===== config.mk =====
export PLATFORM = sky130hd
export DESIGN_NAME = dmem_access_ctrl
export DESIGN_NICKNAME = d
export VERILOG_FILES = /design/src/rtl/dmem_access_ctrl.sv
export SDC_FILE = /design/constraint.sdc
export NUM_CORES = 1
export LEC_CHECK = 0
export ABC_AREA = 1
export CAP_MARGIN = 10
export CORE_ASPECT_RATIO = 1.2
export CORE_UTILIZATION = 38
export DETAILED_ROUTE_END_ITERATION = 16
export PLACE_DENSITY = 0.93
export SYNTH_ARGS = -nofsm -noshare
export SYNTH_HDL_FRONTEND = slang
export SYNTH_SLANG_ARGS = --single-unit

===== constraint.sdc =====
create_clock -name clk -period 2.9 [get_ports clk]
set_input_delay 0.58 -clock clk [delete_from_list [all_inputs] [get_ports clk]]
set_output_delay 0.58 -clock clk [all_outputs]
set_load 0.02 [all_outputs]

===== src/rtl/dmem_access_ctrl.sv =====
// MEM-stage data memory sequencer: byte-lane steering for stores, latency-counted loads with
// lane extraction and sign/zero extension, and rejection of misaligned or illegal accesses.
//   state   | meaning
//   IDLE    | accept requests; stores complete here, loads are issued
//   RD_WAIT | load in flight, counting BRAM read latency
//   RD_DONE | result registered, rdata_valid high, pipeline released
module dmem_access_ctrl #(
    parameter int MEM_AW   = 12,
    parameter int READ_LAT = 1
) (
    input  logic              clk,
    input  logic              rst_n,
    input  logic              req_valid,
    input  logic              mem_read,
    input  logic [3:0]        mem_write,
    input  logic [1:0]        read_size,
    input  logic              read_signed,
    input  logic [31:0]       addr,
    input  logic [31:0]       wdata,
    output logic              stall,
    output logic [31:0]       rdata,
    output logic              rdata_valid,
    output logic              misalign_err,
    output logic              bram_en,
    output logic [3:0]        bram_we,
    output logic [MEM_AW-1:0] bram_addr,
    output logic [31:0]       bram_wdata,
    input  logic [31:0]       bram_rdata
);

    typedef enum logic [1:0] {IDLE, RD_WAIT, RD_DONE} state_t;

    localparam logic [1:0] LAT = 2'(READ_LAT);

    state_t      state_q;
    logic [1:0]  lat_cnt_q;
    logic [1:0]  off_q;
    logic [1:0]  size_q;
    logic        sgn_q;
    logic [31:0] rdata_q;
    logic        rdata_valid_q;

    logic        is_store, mask_bad, misaligned, bad, access;
    logic        do_store, do_load;
    logic [1:0]  st_size, acc_size;
    logic [7:0]  lane_b;
    logic [15:0] lane_h;
    logic [31:0] ext_d;
    logic        unused_addr_hi;

    assign unused_addr_hi = ^addr[31:MEM_AW+2];

    always_comb begin
        is_store = (mem_write != 4'b0000);
        mask_bad = 1'b0;
        case (mem_write)
            4'b0001: st_size = 2'd0;
            4'b0011: st_size = 2'd1;
            4'b1111: st_size = 2'd2;
            default: begin
                st_size  = 2'd2;
                mask_bad = is_store;
            end
        endcase
        acc_size   = is_store ? st_size : ((read_size == 2'd3) ? 2'd2 : read_size);
        misaligned = ((acc_size == 2'd1) && addr[0]) ||
                     ((acc_size == 2'd2) && (addr[1:0] != 2'b00));
        bad        = (mem_read && is_store) || mask_bad || misaligned;
        // Outputs stay quiet while reset is asserted and outside IDLE.
        access     = rst_n && req_valid && (state_q == IDLE) && (mem_read || is_store);
        do_store   = access && !bad && is_store;
        do_load    = access && !bad && mem_read;

        misalign_err = access && bad;
        bram_en      = do_store || do_load;
        bram_we      = do_store ? 4'(mem_write << addr[1:0]) : 4'b0000;
        stall        = do_load || (rst_n && (state_q == RD_WAIT));
        case (st_size)
            2'd0:    bram_wdata = {4{wdata[7:0]}};
            2'd1:    bram_wdata = {2{wdata[15:0]}};
            default: bram_wdata = wdata;
        endcase
    end

    assign bram_addr = addr[MEM_AW+1:2];

    always_comb begin
        lane_b = bram_rdata[{off_q, 3'b000} +: 8];
        lane_h = bram_rdata[{off_q[1], 4'b0000} +: 16];
        case (size_q)
            2'd0:    ext_d = {{24{sgn_q & lane_b[7]}}, lane_b};
            2'd1:    ext_d = {{16{sgn_q & lane_h[15]}}, lane_h};
            default: ext_d = bram_rdata;
        endcase
    end

    always_ff @(posedge clk) begin
        if (!rst_n) begin
            state_q       <= IDLE;
            lat_cnt_q     <= 2'd0;
            off_q         <= 2'd0;
            size_q        <= 2'd0;
            sgn_q         <= 1'b0;
            rdata_q       <= 32'd0;
            rdata_valid_q <= 1'b0;
        end else begin
            rdata_valid_q <= 1'b0;
            case (state_q)
                IDLE: begin
                    if (do_load) begin
                        off_q     <= addr[1:0];
                        size_q    <= acc_size;
                        sgn_q     <= read_signed;
                        lat_cnt_q <= 2'd1;
                        state_q   <= RD_WAIT;
                    end
                end
                RD_WAIT: begin
                    lat_cnt_q <= lat_cnt_q + 2'd1;
                    if (lat_cnt_q == LAT) begin
                        rdata_q       <= ext_d;
                        rdata_valid_q <= 1'b1;
                        state_q       <= RD_DONE;
                    end
                end
                RD_DONE: begin
                    lat_cnt_q <= 2'd0;
                    state_q   <= IDLE;
                end
                default: state_q <= IDLE;
            endcase
        end
    end

    assign rdata       = rdata_q;
    assign rdata_valid = rdata_valid_q;

endmodule

# Word level (Yosys, flattened, before mapping)

Cells that the tools add are included.

Bits in registers: 42
Logic and storage cells: 68
Output and inout port bits: 84
Memory bits (writable): 0
Bits of input ports: 107
Latch bits: 0
Memories kept: 0
ROM bits: 0

Equality and inequality tests: 13
Bitwise operators: 2
Multiplexer cells: 12
Multipliers: 0
Divide/modulo/power cells: 0
Reduce and logical (&&, ||, !) cells: 30
Add/sub/neg operators: 1
Order comparisons: 0
Shift-type cells: 3

Operators with widths:

| operator            | number |
|---|---|
| $pmux 32 s2         | 2 |
| $shiftx 32x6->16    | 1 |
| $shiftx 32x6->8     | 1 |
| $logic_and 1x1->1   | 11 |
| $eq 2x1->1 const B  | 5 |
| $reduce_and 2->1    | 5 |
| $mux 2              | 4 |
| $pmux 2 s2          | 2 |
| $eq 2x2->1 const B  | 3 |
| $logic_not 2->1     | 3 |
| $logic_or 1x1->1    | 6 |
| $pmux 2 s3          | 1 |
| $eq 4x1->1 const B  | 1 |
| $eq 4x2->1 const B  | 1 |
| $eq 4x4->1 const B  | 1 |
| $mux 4              | 1 |
| $reduce_bool 4->1   | 1 |
| $shl 4x2->4         | 1 |
| $reduce_bool 3->1   | 1 |
| $reduce_or 3->1     | 1 |
| $add 2x1->2 const B | 1 |
| $and 1x1->1         | 2 |
| $mux 1              | 2 |
| $ne 2x1->1 const B  | 1 |
| other kinds (3)     | 3 |

# Logic depth before layout (Yosys ltp)

Gate-level depths: netlist of run 1.

Word-level depth: 12
Mapped depth: 11
Gate-level depth less buffers: 11

# Worst setup path before layout of run 1

No wires, ideal clock.

Path type: in2out
From: input mem_write[3]
To: output bram_we[0]
Buffers on the path: 1
Cell stages on the path: 11
Path slack: 0.537 ns
Arrival time: 1.783 ns
Cell sequence: nor2_4 > nand2_2 > buf_6 > nand3_1 > nand2_1 > nor2_2 > and2_1 > nand2_1 > nor2_1 > nand2_1 > nor2_1

Word-level cells in the longest chain between the ends: 11
Elaborated cells between the ends (all ways): 23
Those cells by class: eq/ne: 5; shift: 1; mux: 4; reduce/logical: 13

RTL lines:

| what                                        | line   | source |
|---|---|---|
| start: declaration                          | 15     | `input logic [3:0] mem_write,` |
| $eq 4x2->1 or $eq 4x1->1 (tied branches)    | 56     | `case (mem_write)` |
| $pmux 2 s2                                  | 56     |  |
| $mux 2                                      | 65     | `acc_size = is_store ? st_size : ((read_size == 2'd3) ? 2'd2 : read_size);` |
| $eq 2x1->1 or $eq 2x2->1 (tied branches)    | 66, 67 |  |
| $logic_and 1x1->1, on equally long branches | 66, 67 |  |
| $logic_or 1x1->1                            | 66     | `misaligned = ((acc_size == 2'd1) && addr[0]) \|\|` |
| $logic_or 1x1->1                            | 68     | `bad = (mem_read && is_store) \|\| mask_bad \|\| misaligned;` |
| $logic_not 1->1                             | 71     | `do_store = access && !bad && is_store;` |
| $logic_and 1x1->1 (2 in series)             | 71     |  |
| $mux 4 (*)                                  | 76     | `bram_we = do_store ? 4'(mem_write << addr[1:0]) : 4'b0000;` |
| end: declaration                            | 25     | `output logic [3:0] bram_we,` |

Mark *: on every way between the ends. The rest lies on a longest branch, timed or not.

# Worst setup path in the final report of run 1

From: input mem_write[2]
To: output bram_wdata[14]

Word-level cells in the longest chain between the ends: 4
Elaborated cells between the ends (all ways): 6
Those cells by class: eq/ne: 3; mux: 2; reduce/logical: 1

RTL lines:

| what                                          | line | source |
|---|---|---|
| $eq 4x2->1 or $eq 4x1->1 (tied branches)      | 56   |  |
| $pmux 2 s2 (*)                                | 56   |  |
| $eq 2x1->1 or $logic_not 2->1 (tied branches) | 78   | `case (st_size)` |
| $pmux 32 s2 (*)                               | 78   |  |
| end: declaration                              | 27   | `output logic [31:0] bram_wdata,` |

Marked as above.

==> metrics, run 1 <==
status=completed; Avg Vias per Cell=5.225; Min-Delay Path Class=reg -> reg; Critical Path RT=2320 ps; highest net fanout along the worst path=15; Clock Pin Slew Worst Setup and Hold Paths=80 ps; pin count of the biggest net entering global routing=40; share of cells above drive strength 1=9.549%; CP max stage cell=dlygate4sd2_1; DR DRC count=0; CP Launch Type=input port; Die Y=94.98 um; Pre-Repair DR Iteration Count=4; final RePlAce weighted congestion=0.8470; Final Cycle Share=94.83%; number of max-cap violations=0; Sequential Area=840.8 um2; core area=6895 um2; area of the multi-input gates=1450 um2; cell row count=33; worst hold margin=475.2 ps; Clk Tree Root Cell=clkbuf_8; area delta synth->final=58.91%; Final Max Tran Viols=0; Synth Instances=437; Worst Tran Pin Value=527.5 ps; #FFs+latches synth=42; initial antenna violation count=0; WS Path Type=in -> out; vias in the first global route=3431; Avg Inst Size Synth=6.265 um2; count of cell types in the netlist=26; unrepaired setup endpoints after global routing=no; sequential-to-total area share from yosys stat=30.71%; port bufs=148; fillers=581; Clock Skew=12.59 ps; depth of the worst hold-timing path=2; Final min period=2750 ps; power per cell area=333.6 nW/um2; CTS tree=built; commonest non-fill, non-tap cell in the layout=nand2_1; cell mode on critical path=buf_4; IO Pins=191; clk buf depth=2; die area=7549 um2; GRT Resource Usage Total=25.91%; post-route ant nets=0; crit path DAT=2170 ps; Mapped Area=2738 um2; Initial Util=39.70%; worst flop-to-flop path startpoint=off_q[1]; syn_nets=545; DR vias=3464; diodes inserted=0; DP Wirelength=7490 um; Reg-to-Reg End=rdata[19]; chip width=79.48 um; VDD IR-drop max=0.0002624 V; Critical Path Max Stage Delay=380 ps; Rel. slew slack=64.83%; R2R depth=9; Num CTS Buffers=5; nets=683; WL/cell=14.73 um; final setup fails=0; Max Freq=0.3636 GHz; CP Cell Sequence=dlygate4sd2_1 -> nor2_4 -> nand2_2 -> buf_4 -> nor2_1 -> buf_4 -> buf_4 -> nand2_1 -> o21ai_0 -> dlygate4sd2_1; Hold Path Sink=rdata[15]; R2R Setup Slk=1050 ps; Sink Count=42; final total power=1451 uW; clock latency on the worst-skew pair=300 ps; first-pass GRT wire length=15300 um; nature of the critical path endpoint=output pin; Leakage=0.002029 uW; YS warnings=0; initial DRC count=165; Hold Vio Cnt, Final=0; commonest cells after routing, fill and taps aside=nand2_1, clkdlybuf4s50_1, a21oi_1; hold path startpoint=rdata[15]; final wirelength=9766 um; htree depth=2; total grt overflow=0
[cells in the mapped netlist (all sizes together)]
cell type,n,area [um2]
nand2,145,551.8
inv,50,187.7
a21oi,48,240.2
dfxtp,42,840.8
o21ai,39,195.2
buf,28,207.7
o211ai,23,172.7
nor2,21,106.4
clkbuf,15,56.30
nand3,11,55.05
nand4,7,50.05
a22oi,1,7.510
a31oi,1,6.260
a41oi,1,8.760
and2,1,6.260
ha,1,12.51
mux2,1,11.26
o21a,1,15.01
or2,1,6.260
[worst max-delay path, delay by kind of cell]
| family | cells | cell delay (ps) |
|---|---|---|
| buffers and inverters | 5 | 1130 |
| AND/OR/NAND/NOR | 4 | 380 |
| AO/OA/AOI/OAI | 1 | 80 |
[what timing repair did]
item                       in CTS  in global routing
setup buffers                   1                  0
hold buffers                    0                  0
gates resized for setup        46                  4
pin swaps                       1                  0
setup endpoints to repair      31                 13
[how the worst max path moves through the flow]
| stage | start | to |
|---|---|---|
| after floorplan | mem_write[3] | bram_we[0] |
| after global placement | mem_write[3] | bram_we[1] |
| after detailed placement | mem_write[3] | bram_we[3] |
| after CTS | mem_write[0] | bram_we[0] |
| after global routing | read_size[1] | bram_we[3] |
| final | mem_write[2] | bram_wdata[14] |
[area by class of cell]
class / instances / share of cell area [%]
Clock inverter: 3 / 1.582
Clock buffer: 5 / 1.582
Multi-Input combinational cell: 302 / 33.33
Sequential cell: 42 / 19.33
Tap cell: 87 / 2.502
Timing Repair Buffer: 174 / 37.27
Inverter: 50 / 4.400
[per-stage QoR]
| step | instance area (um2) | utilization (%) | instances | setup slack [ps] | TNS [ps] |
|---|---|---|---|---|---|
| finish | 4350 | 63.09 | 663 | 150.0 | 0 |
| floorplan | 2738 | - | 437 | 537.0 | 0 |
| detailed placement | 4254 | 61.69 | 654 | -452.6 | -9208 |
| global route | 4350 | 63.09 | 663 | 3.482 | 0 |
| global placement | 4254 | 61.69 | 654 | -376.8 | -7315 |
| CTS | 4360 | 63.24 | 663 | 3.908 | 0 |
[registers in the layout, indices dropped and copies added, names as in the netlist]
signal and flops:
rdata 32, size_q 2, state_q 2, sgn_q 1, lat_cnt_q 2, off_q 2
rdata_valid 1
[where the power goes]
part	leakage [uW]	internal, uW	switching (uW)	total (uW)
sequential	0.000338	577	0.929	578
clock	0.0000683	345	206	551
combinational	0.00162	167	156	322
total	0.00203	1090	363	1450
[cells by family (layout without fill, tap and decap cells)]
group           Yosys count  in the layout  share of synthesized area [%]
compound gates          114            114                          23.58
fa+ha+maj                 1              1                         0.4570
flops                    42             42                          30.71
mux                       1              1                         0.4113
simple gates            186            186                          28.34
buf+inv                  93            232                          16.50
[per-layer routing]
layer | share of wire (%) | vias up | track usage [%]
met2 | 51 | 202 | 49.93
met1 | 35 | 1554 | 25.04
met3 | 9.3 | 34 | 5.797
met5 | 0 | - | 0
li1 | - | 1674 | -
met4 | 4.1 | 0 | 14.09
No activity file was read; power rests on OpenSTA's default activity.
==> run 2: changes to the inputs <==
CORE_UTILIZATION = 32   (was 38)
PLACE_DENSITY = 0.84   (was 0.93)
SLEW_MARGIN = 20   (was unset)
clock period = 2.37 ns   (was 2.9 ns; I/O delays follow)
==> run 2 against run 1 <==
Core utilization down 11 points. Sequential share of layout area up 0.22 points. Cell count up 3.8%. Largest power group unchanged. Highest routed layer unchanged.
==> metrics, run 2 (synthesis gave the netlist of run 1 again) <==
status=completed; total grt overflow=0 (unchanged); port bufs=148 (unchanged); pin count of the biggest net entering global routing=40 (unchanged); Leakage=0.001997 uW (-1.6%); Final min period=2305 ps; CP max stage cell=dlygate4sd2_1; cell depth of the worst setup path=12 (+2); fin cells=688 (+3.8%); Hold Vio Cnt, Final=0 (unchanged); share of cells above drive strength 1=15.68% (+6.1 points); Final Max Tran Viols=0 (unchanged); highest net fanout along the worst path=2 (-13); first-pass GRT wire length=15240 um (-0.41%); placed cell count=677 (+3.5%); DR vias=3452 (-0.35%); nets=682 (-0.15%); nature of the critical path endpoint=output pin; Critical Path Max Stage Delay=240 ps (-140 ps); Avg Vias per Cell=5.017 (-4.0%); WP buf/inv=2 (-3); post-route ant nets=0 (unchanged); max FFs per register=32 (unchanged); CTS tree=built; area delta synth->final=57.13%; Worst Tran Pin Value=683.1 ps (+155.6 ps); power per cell area=355.5 nW/um2 (+6.6%); clk buf depth=2 (unchanged); Sink Count=42 (unchanged); crit path DAT=1830 ps (-340 ps); DR DRC count=0 (unchanged); cell row count=36 (+9.1%); GRT Resource Usage Total=21.46% (-4.4 points); Final Cycle Share=97.25%; unrepaired setup endpoints after global routing=yes; Min-Delay Path Class=reg -> reg; core area=8198 um2 (+19%); Critical Path RT=1900 ps (-420 ps); Initial Util=33.39% (-6.3 points); Die Y=103.3 um (+8.8%); final RePlAce weighted congestion=0.8680 (+2.5%); vias in the first global route=3424 (-0.20%); htree depth=2 (unchanged); clock latency on the worst-skew pair=300 ps (about the same); Critical Path Source=read_size[1]; Reg-to-Reg End=rdata[31]; number of max-cap violations=0 (unchanged); CP Launch Type=input port; commonest non-fill, non-tap cell in the layout=nand2_1; final wirelength=9605 um (-1.6%); VDD IR-drop max=0.0001653 V (-37%); R2R Setup Slk=660 ps (-390 ps); chip width=86.44 um (+8.8%); kind of cell adding the most delay to the critical path=simple AND/OR/NAND/NOR gates; initial antenna violation count=0 (unchanged); CP Cell Sequence=dlygate4sd2_1 -> nor2_1 -> nand2_1 -> nand2_1 -> nor2_1 -> nor2_2 -> and2_4 -> nand2_2 -> nor2_4 -> nand2_2 -> nor2_2 -> buf_4; Clk Tree Root Cell=clkbuf_8; WS Path Type=in -> out; R2R depth=8 (-1); commonest cells after routing, fill and taps aside=nand2_1, clkdlybuf4s50_1, a21oi_1; Rel. slew slack=54.46% (-10 points); fin util=52.47% (-11 points); final setup fails=0 (unchanged); worst flop-to-flop path startpoint=off_q[1]; IO Pins=191 (unchanged); Pre-Repair DR Iteration Count=4 (unchanged); diodes inserted=0 (unchanged); initial DRC count=89 (-46%); DP Wirelength=7415 um (-0.99%); die area=8930 um2 (+18%); Clock Pin Slew Worst Setup and Hold Paths=80 ps (about the same); WL/cell=13.96 um (-5.2%); Num CTS Buffers=5 (unchanged); Max Freq=0.4339 GHz; fillers=825 (+42%); Critical Path Sink=bram_we[0]; Clock Skew=14.12 ps (+1.536 ps)
-- run 2: cell count changes in the layout (fill, tap and decap cells not counted), sizes merged --
cell,before,now
dlygate4sd2,30,10
clkbuf,5,20
buf,30,36
clkdlybuf4s50,113,108
bufinv,2,0
dlymetal6s2s,1,3
clkdlybuf4s15,0,1
clkinv,1,2
-- run 2: how the worst min path moves through the flow --
stage                             from            to  cells after the start  slack [ps]
after detailed placement     rdata[15]     rdata[15]                      2         460
after CTS                    rdata[15]     rdata[15]                      2         470
after floorplan           lat_cnt_q[0]  lat_cnt_q[0]                      2         450
after global routing         rdata[15]     rdata[15]                      2         500
after global placement       rdata[15]     rdata[15]                      2         450
final                        rdata[15]     rdata[15]                      2         470
-- run 2: tightest hold or removal path: stages (launching register included) --
cell and delay (ps):
dfxtp_1 310, nand2_1 60, a21oi_1 50
-- run 2: cell type report --
type	instances	area, um2	share of cell area [%]
timing repair buffer	173	1550	36.04
multi-input combinational	302	1498	34.82
sequential	42	840.8	19.55
inverter	50	191.4	4.450
tap	114	142.6	3.316
clock buffer	5	68.82	1.600
clock inverter	2	10.01	0.2327
-- run 2: stage by stage --
| stage | setup WS, ps | total power [uW] | TNS [ps] | instance area (um2) | hold slack [ps] |
|---|---|---|---|---|---|
| 4_1_cts | 7.343 | 1540 | 0 | 4339 | 467.1 |
| 3_3_place_gp | -713.4 | 1128 | -18100 | 4258 | 451.7 |
| 3_5_place_dp | -823.4 | 1133 | -19500 | 4258 | 455.5 |
| 6_report | 65.22 | 1529 | 0 | 4302 | 466.2 |
| 5_1_grt | -28.75 | 1592 | -36.11 | 4302 | 504.3 |
| 2_1_floorplan | 219.0 | 911.7 | 0 | 2738 | 450.8 |
-- run 2: repair_timing --
item,4_1_cts,5_1_grt
gates resized for setup,84,53
setup endpoints to repair,31,27
setup buffers,3,1
pin swaps,12,7
hold buffers,0,0
-- run 2: metal layers --
metal | track usage, % | vias to the layer above | share of wire, %
met3 | 4.524 | 25 | 10
met1 | 22.20 | 1545 | 36
met5 | 0 | - | 0
met2 | 41.82 | 211 | 51
met4 | 8.974 | 0 | 3.0
li1 | - | 1671 | -
-- run 2: where the power goes --
group	leakage [uW]	internal, uW	switching [uW]
clock	0.0000438	198	233
sequential	0.000338	707	1.16
combinational	0.00162	197	193
